File: config.mk
export PLATFORM = sky130hd
export DESIGN_NAME = instr_fetch
export DESIGN_NICKNAME = d
export VERILOG_FILES = /design/src/rtl/instr_fetch.sv
export SDC_FILE = /design/constraint.sdc
export NUM_CORES = 1
export LEC_CHECK = 0
export ABC_CLOCK_PERIOD_IN_PS = 2930
export BUFFER_PORTS_ARGS = -buffer_cell sky130_fd_sc_hd__buf_2
export CORE_ASPECT_RATIO = 0.5
export CORE_MARGIN = 2
export CORE_UTILIZATION = 50
export DETAILED_ROUTE_END_ITERATION = 8
export PLACE_DENSITY_LB_ADDON = 0.05
export SLEW_MARGIN = 20
export SYNTH_ARGS = -nofsm -noshare
export SYNTH_HDL_FRONTEND = slang
export SYNTH_SLANG_ARGS = --single-unit
File: constraint.sdc
create_clock -name clk -period 2.93 [get_ports clk]
set_input_delay 0.4395 -clock clk [delete_from_list [all_inputs] [get_ports clk]]
set_output_delay 0.4395 -clock clk [all_outputs]
set_load 0.02 [all_outputs]
File: src/rtl/instr_fetch.sv
// -----------------------------------------------------------------------------
// instr_fetch
//
// Instruction fetch stage that sits directly behind the unified memory block.
// It owns the program counter and runs the memory's two-phase read: an
// address/strobe cycle (i_read, i_addr) followed by a push cycle (i_push) in
// which the memory drives the latched word onto d_bus and this block captures
// it. The fetched word and its address are held for decode under a
// valid/ready handshake. The data stage (d_req) takes priority over starting
// a new fetch, and jump_valid redirects the PC from any state.
//
// Optional build macro:
//   PREFETCH_EN - adds a one-entry prefetch buffer behind instr, so the next
//                 word can be fetched while decode still holds the current
//                 one (1 word per 2 cycles with instr_ready tied high).
//
// Handshake: a word transfers to decode on every rising clk edge where
// instr_valid && instr_ready. While instr_valid=1 and instr_ready=0, instr
// and instr_pc hold their values. instr_ready while instr_valid=0 is ignored.
//
// Ports:
//   clk          in   1   system clock, all state on posedge
//   rst          in   1   asynchronous, active-high reset
//   d_bus        in  16   shared memory data bus (sampled in PUSH only)
//   d_req        in   1   data stage wants the memory port this cycle
//   i_addr       out 16   instruction address to memory (= pc)
//   i_read       out  1   instruction read strobe (READ state, d_req low)
//   i_push       out  1   memory drives latched word onto d_bus
//   fetch_lock   out  1   high in PUSH; data stage must stay off the bus
//   instr        out 16   fetched instruction word
//   instr_pc     out 16   address instr was fetched from
//   instr_valid  out  1   instr/instr_pc valid for decode
//   instr_ready  in   1   decode accepts instr this cycle
//   jump_valid   in   1   redirect request (one-cycle pulse)
//   jump_target  in  16   new PC when jump_valid
//   dbg_state    out  2   current FSM state (READ=0, PUSH=1, HOLD=2)
// -----------------------------------------------------------------------------
module instr_fetch #(
  parameter logic [15:0] RESET_PC = 16'h0010,
  parameter logic [15:0] PC_STEP  = 16'h0001
) (
  input  logic        clk,
  input  logic        rst,
  input  logic [15:0] d_bus,
  input  logic        d_req,
  output logic [15:0] i_addr,
  output logic        i_read,
  output logic        i_push,
  output logic        fetch_lock,
  output logic [15:0] instr,
  output logic [15:0] instr_pc,
  output logic        instr_valid,
  input  logic        instr_ready,
  input  logic        jump_valid,
  input  logic [15:0] jump_target,
  output logic [1:0]  dbg_state
);

  typedef enum logic [1:0] {
    ST_READ = 2'd0,
    ST_PUSH = 2'd1,
    ST_HOLD = 2'd2
  } state_t;

  state_t      r_state;
  logic [15:0] r_pc;
  logic [15:0] r_instr;
  logic [15:0] r_instr_pc;
  logic        r_instr_valid;
  logic        r_push;

`ifdef PREFETCH_EN
  logic [15:0] r_pbuf;
  logic [15:0] r_pbuf_pc;
  logic        r_pbuf_valid;
`endif

  // Decode takes the current word on this edge.
  logic w_consume;
  assign w_consume = r_instr_valid && instr_ready;

  // i_read follows d_req combinationally so the data stage can claim the
  // port in the same cycle. It is also forced low while rst is held so the
  // memory never sees a strobe during reset.
  assign i_addr      = r_pc;
  assign i_read      = (r_state == ST_READ) && !d_req && !rst;
  assign i_push      = r_push;
  assign fetch_lock  = r_push;
  assign instr       = r_instr;
  assign instr_pc    = r_instr_pc;
  assign instr_valid = r_instr_valid;
  assign dbg_state   = r_state;

  always_ff @(posedge clk or posedge rst) begin
    if (rst) begin
      r_state       <= ST_READ;
      r_pc          <= RESET_PC;
      r_instr       <= 16'h0000;
      r_instr_pc    <= 16'h0000;
      r_instr_valid <= 1'b0;
      r_push        <= 1'b0;
`ifdef PREFETCH_EN
      r_pbuf        <= 16'h0000;
      r_pbuf_pc     <= 16'h0000;
      r_pbuf_valid  <= 1'b0;
`endif
    end else begin
      // r_push is high exactly in the cycles the FSM sits in PUSH.
      r_push <= 1'b0;

      if (jump_valid) begin
        // Redirect wins over everything: any word being captured this edge
        // and any held words are dropped. A simultaneous instr_ready still
        // counts as consumption of the current word, which needs no extra
        // action since the word is flushed either way.
        r_pc          <= jump_target;
        r_instr_valid <= 1'b0;
`ifdef PREFETCH_EN
        r_pbuf_valid  <= 1'b0;
`endif
        r_state       <= ST_READ;
      end else begin
        case (r_state)
          ST_READ: begin
`ifdef PREFETCH_EN
            // With prefetch, decode may still hold a word while we fetch.
            if (w_consume) begin
              if (r_pbuf_valid) begin
                r_instr      <= r_pbuf;
                r_instr_pc   <= r_pbuf_pc;
                r_pbuf_valid <= 1'b0;
              end else begin
                r_instr_valid <= 1'b0;
              end
            end
`endif
            // Data stage has priority; stall here until it lets go.
            if (!d_req) begin
              r_state <= ST_PUSH;
              r_push  <= 1'b1;
            end
          end

          ST_PUSH: begin
            // d_req is ignored here: fetch_lock keeps the data stage off.
            r_pc <= r_pc + PC_STEP;
`ifdef PREFETCH_EN
            // pbuf is always empty in PUSH: fetching only starts when at
            // least one slot is free, and instr is filled before pbuf.
            if (!r_instr_valid || instr_ready) begin
              r_instr       <= d_bus;
              r_instr_pc    <= r_pc;
              r_instr_valid <= 1'b1;
              r_state       <= ST_READ;
            end else begin
              r_pbuf        <= d_bus;
              r_pbuf_pc     <= r_pc;
              r_pbuf_valid  <= 1'b1;
              r_state       <= ST_HOLD;
            end
`else
            r_instr       <= d_bus;
            r_instr_pc    <= r_pc;
            r_instr_valid <= 1'b1;
            r_state       <= ST_HOLD;
`endif
          end

          ST_HOLD: begin
            // Nothing to fetch into; wait for decode to free a slot.
            if (w_consume) begin
`ifdef PREFETCH_EN
              if (r_pbuf_valid) begin
                r_instr      <= r_pbuf;
                r_instr_pc   <= r_pbuf_pc;
                r_pbuf_valid <= 1'b0;
              end else begin
                r_instr_valid <= 1'b0;
              end
`else
              r_instr_valid <= 1'b0;
`endif
              r_state <= ST_READ;
            end
          end

          default: begin
            r_state <= ST_READ;
          end
        endcase
      end
    end
  end

endmodule

-- After elaboration in Yosys (flattened, before gate mapping)
Index checks and enable logic that the tools add are counted.
Widths: inputs -> output; s select.
- $add $sub $neg: 1
- bitwise operators: 1
- reduce and logical (&&, ||, !) cells: 11
- mux-type cells: 12
- equal/unequal tests: 4
- operators with widths (kind ; count):
    $mux 16 ; 2
    $add 16x1->16 const B ; 1
    $mux 2 ; 3
    $ne 3x3->1 const B ; 2
    $pmux 2 s3 ; 1
    $reduce_and 2->1 ; 3
    $mux 1 ; 5
    $logic_and 1x1->1 ; 3
    $reduce_bool 3->1 ; 1
    $eq 2x1->1 const B ; 1
    $eq 2x2->1 const B ; 1
    $logic_not 1->1 ; 2
    $logic_not 2->1 ; 1
    $pmux 1 s2 ; 1
    $reduce_bool 2->1 ; 1
    $not 1->1 ; 1
- word-level logic and storage cells: 35
- register bits after elaboration: 52
- bits of input ports: 37

-- Logic depth before layout (Yosys ltp)
Gate-level depths: netlist of the first run.
- depth after elaboration: 4
- gate-level depth with buffers: 6
- depth with buffers taken out: 5

-- Worst setup path after synthesis of the first run
No wires, ideal clock.
- path type: register to register
- start: register r_state[1], in the netlist dbg_state[1]
- end: register r_pc[15], in the netlist i_addr[15]
- setup time: 82 ps
- setup slack: 817 ps
- required time: 2848 ps
- cell stages (with the launch flop): 7
- data arrival time: 2031 ps
- path through: dfrtp_1 -> buf_6 -> nand2b_4 -> or4_1 -> buf_2 -> or4_1 -> a31oi_1
- longest elaborated chain between the ends: 2
- ends and longest elaborated chain (element ; RTL line ; text):
    from (decl) ; 65 ; state_t r_state;
    from (signal assigned) ; 96 ; r_state <= ST_READ;
    from (signal assigned) ; 121 ; r_state <= ST_READ;
    from (signal assigned) ; 139 ; r_state <= ST_PUSH;
    $eq 2x1->1 ; 123 ; case (r_state)
    $reduce_bool 2->1 (no source line) ; - ;
    to (signal assigned) ; 116 ; r_pc <= jump_target;
    to (signal assigned) ; 146 ; r_pc <= r_pc + PC_STEP;
    to (decl) ; 66 ; logic [15:0] r_pc;
No other way between the ends.
A chain may end at the register's enable or synchronous reset.

-- Worst setup path in the final report of the first run
- start: register r_pc[4], in the netlist i_addr[4]
- end: register r_pc[15], in the netlist i_addr[15]
- longest elaborated chain between the ends: 3
- ends and longest elaborated chain (element ; RTL line ; text):
    $add 16x1->16 ; 146 ;
    $mux 16 ; 123 ;
    $mux 16 ; 111 ; if (jump_valid) begin
No other way between the ends. The select of a mux whose other input is x is not followed.

==> run summary, run 1 <==
For this configuration, the core starts out at a cell density of 0.517. The detailed-routing iteration count for the pre-antenna-repair pass came out at 4. The data arrival time of the critical path is approximately 2.4 ns. The run finished with clean final reports. The quantity of hold-fixing buffers added after cts is 0.

Dividing total power by cell area gives a power density of 709 nW/µm². For this design, the slowest cell found on the critical path is or4_1. The number of clock buffers added by TritonCTS is 5. The clock tree from TritonCTS is built. The number of clock sinks came out at 52. The largest net degree at the start of global routing is 33. The critical path goes through nand3_2, or4_1, or4_1, a31oi_1. The wire length of the first global-routing pass is 7.07 mm. The via count of the first global-routing pass is 1471. The finished layout cell area came out at 2850 µm². The design draws roughly 2000 µW. In this run the post-CTS setup repair buffer count came out at 0. Gates resized during post-CTS repair numbered 0. The most used flip-flop cell after synthesis is dfrtp_1. Yosys printed 0 warnings. The post-detailed-placement cell area came out at 2750 µm². The buffer depth of the longest clock path is 2. The worst hold path belongs to the class in2async. The data required time of the critical path is around 3.2 ns.

The count of vias placed by the detailed router is ~1700. The worst setup path is captured at a flop. The number of pins exceeding their max-slew limit in the final report is 0.

The cell leakage power is between 0.001 and 0.0015 µW. The net count reported at finish came out at 312. Setup violations remaining at the end of the flow were counted as 0. The setup path with the least slack is of type reg2reg. The antenna diode count came out at 0.

Routability-driven placement finished with a final weighted congestion of 0.761. The clock root buffer is clkbuf_8. Setup repair after global routing left no endpoint under its margin. The cell that appears most often on the critical path is or4_1.

The global route total overflow came out at 0. The clock latency on the worst-skew pair came out at 0.30 ns. The average size of a mapped cell is between 10 and 15 µm².

Along the worst path, the maximum fanout reaches 7. Counting flops with a built-in enable in the synthesized netlist gives 0. The number of antenna violations at the first check in global routing is 0. The cell area after synthesis came out at 2260 µm².

By area the synthesized netlist is led by dfrtp_1, mux2_2, o21ai_0, nand2_1, xnor2_1. Counting I/O delays and the setup requirement, the final critical path takes 2.13 ns. The chip height is 51.5 µm. Summed over all instances, the cell type with the most area after synthesis is dfrtp_1. The total routing usage reported by global routing came out at 0.180.

Row generation in the floorplan step produced 17 rows. The count of endpoints failing hold in the final timing report came out at 0. The core footprint came out at 4360 µm².

The clock arrives with 0.00450 ns of skew. The setup TNS came out at 0 ns. The post-detailed-placement half-perimeter wirelength came out at 3.28 mm. The top cell type's share of synthesized area is 0.566. The delay of the slowest cell on the worst path came out at 0.62 ns. The commonest cells after synthesis are dfrtp_1, mux2_2, nand2_1. The transition at the pin with the smallest max-transition slack came out at 0.533 ns. Synthesis inferred 52 register bits. The synthesis-to-layout area growth is 26.3%. The average via count per standard cell is ~5.0. The achievable clock frequency came out at 0.469 GHz.

The number of distinct standard cells referenced by the synthesized netlist is 33. The post-synthesis cell count came out at about 190. The total routed wirelength is 4.41 mm.

The floorplan die area came out at 5100 µm². From left edge to right edge, the die measures 99.0 µm. The average wire per cell in the routed design is 13.3 µm.

The DRC violations left came out at 0. In the post-synthesis netlist, the cell with the most instances is dfrtp_1. The number of routed nets with antenna violations came out at 0. The worst IR drop on VDD came out at 0.000377 V.

CTS built an H-tree with a depth of 2. The count of port buffers added during placement is 90. The violation count after the first detailed-routing iteration came out at 27. The clock transition at the register clock pins on the worst setup and hold paths after CTS came out at 0.09 ns. The setup slack after layout is 0.797 ns. The I/O pin count came out at 91.

Headroom to the max-slew limit came out at 0.644. The fraction of final layout cells with drive strength greater than 1 came out at 0.500. The share of the clock period used by the worst path after layout is 0.728. The worst setup path is launched from a flop. Of the synthesized area, sequential elements account for 0.577. The pre-CTS worst setup slack came out at approximately 0.8 ns.

Counting flops with an async set or reset pin after synthesis yields a share of 1.00. The number of nets produced by synthesis is 224. The max capacitance violation total came out at 0.
## cells by family after synthesis
family | after synthesis | share of synthesized area
compound gates | 22 | 0.0527
xor+xnor | 12 | 0.0466
fa+ha+maj | 1 | 0.00555
buf+inv | 16 | 0.0344
flops | 52 | 0.577
mux | 33 | 0.164
simple gates | 50 | 0.119
## metal layers
| metal | wire [µm] | part of all wire | global-route usage | vias up |
|---|---|---|---|---|
| met2 | 1810 | 0.41 | 0.277 | 53 |
| met5 | 0 | 0 | 0 | - |
| met4 | 40 | 0.0091 | 0.0548 | 0 |
| met1 | 2190 | 0.50 | 0.247 | 764 |
| li1 | - | - | - | 827 |
| met3 | 363 | 0.082 | 0.0591 | 6 |
## layout make-up
| class | count | area, µm² |
|---|---|---|
| Clock buffer | 7 | 96.3 |
| Multi-Input combinational cell | 118 | 883 |
| Fill cell | 356 | 1510 |
| Sequential cell | 52 | 1300 |
| Inverter | 5 | 18.8 |
| Timing Repair Buffer | 92 | 478 |
| Tap cell | 57 | 71.3 |
## worst paths after layout
kind	startpoint	slack, ns	end	depth (start not counted)
max	i_addr[4]	0.80	i_addr[15]	4
min	rst	0.18	i_addr[0]	2
max reg2reg	i_addr[4]	0.80	i_addr[15]	4
min reg2reg	instr[3]	0.50	instr[3]	1
max in group asynchronous	rst	2.02	i_addr[12]	3
min in group clk	d_req	0.32	fetch_lock	2
## critical path, delay by kind of cell, from the launching register on
kind	cells	cell delay, ns
flip-flops	1	0.59
AO/OA/AOI/OAI	1	0.17
AND/OR/NAND/NOR	3	1.30
## per-stage QoR
stage                      util  hold WS (ns)  cells
after floorplan               -         0.505    186
after global placement    0.632         0.483    324
after detailed placement  0.632         0.490    324
after CTS                 0.654         0.201    331
after global routing      0.654         0.220    331
final                     0.654         0.178    331
## power breakdown
part | total [µW] | switching [µW] | internal (µW)
clock network | 429 | 218 | 211
logic | 614 | 355 | 258
registers | 977 | 100 | 876
total | 2020 | 674 | 1350
## placed cells by master (no fill, tap or decap), types with 2 or more instances in the layout
cell,instances
nor2_1,5
nand3_1,3
o21ai_0,15
nand2_1,19
nor4_1,6
a31oi_1,3
or3_1,2
nand4_1,4
xor2_1,5
or4_1,3
dfrtp_1,51
mux2_2,32
buf_2,90
xnor2_1,7
inv_1,4
clkbuf_8,7
## sequential cells by signal, summed over array words and instances (netlist names)
name	cells
dbg_state	2
fetch_lock	1
i_addr	16
instr	16
instr_pc	16
instr_valid	1
No activity file was read; power rests on OpenSTA's default activity.
==> inputs of run 2 (changes only) <==
--- a/config.mk
+++ b/config.mk
@@ -5,11 +5,11 @@
 export SDC_FILE = /design/constraint.sdc
 export NUM_CORES = 1
 export LEC_CHECK = 0
-export ABC_CLOCK_PERIOD_IN_PS = 2930
+export ABC_CLOCK_PERIOD_IN_PS = 2100
 export BUFFER_PORTS_ARGS = -buffer_cell sky130_fd_sc_hd__buf_2
 export CORE_ASPECT_RATIO = 0.5
 export CORE_MARGIN = 2
-export CORE_UTILIZATION = 50
+export CORE_UTILIZATION = 48
 export DETAILED_ROUTE_END_ITERATION = 8
 export PLACE_DENSITY_LB_ADDON = 0.05
 export SLEW_MARGIN = 20
==> constraint.sdc (replaced) <==
create_clock -name clk -period 2.1 [get_ports clk]
set_input_delay 0.315 -clock clk [delete_from_list [all_inputs] [get_ports clk]]
set_output_delay 0.315 -clock clk [all_outputs]
set_load 0.02 [all_outputs]
==> run 2 against run 1 <==
Compared with the run above:
- sequential power is 37% higher
- via count is 4.1% higher
- clock skew is 0.0073 ns higher
- critical path depth is 1 higher
- critical endpoint is now i_addr[11]
- highest routed layer unchanged
==> run summary, run 2 (synthesis results as in run 1) <==
The max capacitance violation total came out at 0 (unchanged). The post-detailed-placement cell area is 2840 µm² (+3.2%). The floorplan die area came out at 5300 µm² (+3.9%). STA classifies the critical path startpoint as a flop.

Setup repair after global routing left no endpoint under its margin. The number of buffers inserted by post-CTS setup repair was 0 (unchanged). The worst IR drop on VDD came out at 0.000523 V (+39%). The net count reported at finish is 322 (+3.2%). The synthesis-to-layout area growth came out at 30.1%. Traced cell by cell, the critical path runs through nand3_2, or4_1, buf_4, or3_1, a31oi_1. The data required time of the critical path is 2.33 ns (-0.83 ns).

The detailed-routing iteration count for the pre-antenna-repair pass is 4 (unchanged). The post-detailed-placement half-perimeter wirelength is 3.37 mm (+2.6%). The worst setup path is of the reg2reg kind. The number of clock sinks came out at 52 (unchanged). The total power draw is 2820 µW (+39%). The worst hold slack is 0.0782 ns (-0.100 ns). The largest individual stage delay along the critical path comes from the cell dfstp_2. The clock latency on the worst-skew pair is 0.30 ns (about the same). The effective utilization at floorplan came out at 0.505 (-0.0123).

The peak fanout along the critical path is 5 (-2). The ratio of total power to cell area came out at 960 nW/µm² (+35%). The floorplan die width is 101 µm (+2.0%). TritonCTS built the clock tree. The flop-to-flop setup slack is 0.16 ns (-0.64 ns).

The via count of the first global-routing pass came out at 1568 (+6.6%). The achievable clock frequency is 0.515 GHz (+9.7%). The number of routed nets with antenna violations came to 0 (unchanged). The number of antenna violations at the first check in global routing came to 0 (unchanged). The count of vias placed by the detailed router is 1717 (+4.1%). The number of fill cells came out at 360 (+1.1%). The cell count of the worst reg-to-reg path was 5 (+1). The I/O pin count is 91 (unchanged).

The worst clock skew on the final layout is 0.0118 ns (+0.00734 ns). The number of core rows is 17 (unchanged). The final setup violation count is 0 (unchanged). The tree is rooted in a clkbuf_8. The transition at the pin with the smallest max-transition slack is 0.586 ns (+0.0532 ns). STA classifies the critical path endpoint as a flop.

The data arrival time of the critical path came out at 2.17 ns (-0.19 ns). The chip height is 52.5 µm (+1.9%). The count of port buffers added during placement is 90 (unchanged). The last weighted congestion value of the routability-driven placer is 0.775 (+1.9%).

The tightest min-delay check is of the in2async type. The fraction of final layout cells with drive strength greater than 1 was 0.521 (+0.0211). The setup TNS was 0 ns (unchanged).

The total clock buffers created by CTS was 5 (unchanged). The share of the clock period used by the worst path after layout is 0.925 (+0.198). Leaving out fill and tap cells, the most frequent cells in the layout are buf_2, dfrtp_1, mux2_2. The quantity of hold-fixing buffers added after cts came out at 0 (unchanged). The violation count after the first detailed-routing iteration is 56 (+110%). The cell leakage power was 0.00139 µW (+3.6%). The number of pins exceeding their max-slew limit in the final report came to 0 (unchanged). The average via count per standard cell is 5.04 (+1.0%). The flow ran to the end, and the final reports show no timing, DRC or antenna violations. The finished layout cell area was 2930 µm² (+2.9%).

The total routing usage reported by global routing is 0.180 (-0.000551). The count of endpoints failing hold in the final timing report came out at 0 (unchanged). The number of H-tree levels came to 2 (unchanged). The DRC violations left is 0 (unchanged). The worst-case headroom to the max-slew limit is 0.609 (-0.0355). The number of gates resized after cts was 0 (unchanged).

The total routed wirelength is 4.60 mm (+4.4%). The capture point of the worst reg-to-reg path is i_addr[11]. The global route total overflow is 0 (unchanged). The wire length of the first global-routing pass came out at 7.21 mm (+2.0%). The antenna diode count was 0 (unchanged). The utilization after layout was 0.657 (+0.00320). The clock transition at the register clock pins on the worst setup and hold paths after CTS is 0.09 ns (about the same). The delay of the slowest cell on the worst path was 0.55 ns (-0.07 ns). In this run the critical register-to-register path is launched from i_addr[4].

The buffer depth of the longest clock path is 2 (unchanged). The average wire per cell in the routed design came out at 13.5 µm (+1.4%). The final period demand of the worst path was 1.94 ns (-0.189 ns). Leaving out fill and tap cells, the most frequent cell in the layout is buf_2. The most critical setup path has its startpoint at i_addr[4].

The core footprint is 4470 µm² (+2.4%). The largest net degree at the start of global routing came out at 33 (unchanged).
run 2: layout make-up:
cell class | count | area, µm² | area share
Clock buffer | 6 | 82.6 | 0.0281
Clock inverter | 1 | 8.76 | 0.00299
Inverter | 5 | 18.8 | 0.00640
Multi-Input combinational cell | 118 | 883 | 0.301
Sequential cell | 52 | 1300 | 0.444
Tap cell | 57 | 71.3 | 0.0243
Timing Repair Buffer | 102 | 566 | 0.193
run 2: worst max-delay path: cells and delay by family (launching register included):
family	cells	cell delay [ns]
simple gates	3	0.98
flops	1	0.55
buf+inv	1	0.19
compound gates	1	0.16
run 2: per-stage QoR:
| step | worst slack, ns | std cells |
|---|---|---|
| 2_1_floorplan | 0.000326 | 186 |
| 3_3_place_gp | 0.219 | 334 |
| 3_5_place_dp | 0.189 | 334 |
| 4_1_cts | 0.141 | 341 |
| 5_1_grt | 0.0930 | 341 |
| 6_report | 0.157 | 341 |
run 2: per-layer routing:
layer	vias to the layer above	GRT usage	share of wire
met3	7	0.0507	0.070
met2	64	0.284	0.43
li1	848	-	-
met1	798	0.247	0.49
met5	-	0	0
met4	0	0.0473	0.0083
run 2: worst max-delay path by stage:
stage	to	slack, ns	cells after the start
2_1_floorplan	i_addr[15]	0.0003	5
3_3_place_gp	i_addr[15]	0.22	4
3_5_place_dp	i_addr[15]	0.19	4
4_1_cts	i_addr[11]	0.14	5
5_1_grt	i_addr[15]	0.09	4
6_report	i_addr[11]	0.16	5
run 2: power breakdown:
group	leakage (µW)	internal [µW]	total (µW)	switching (µW)
sequential	0.000625	1220	1340	120
clock	0.0000473	263	569	306
combinational	0.000715	382	904	523
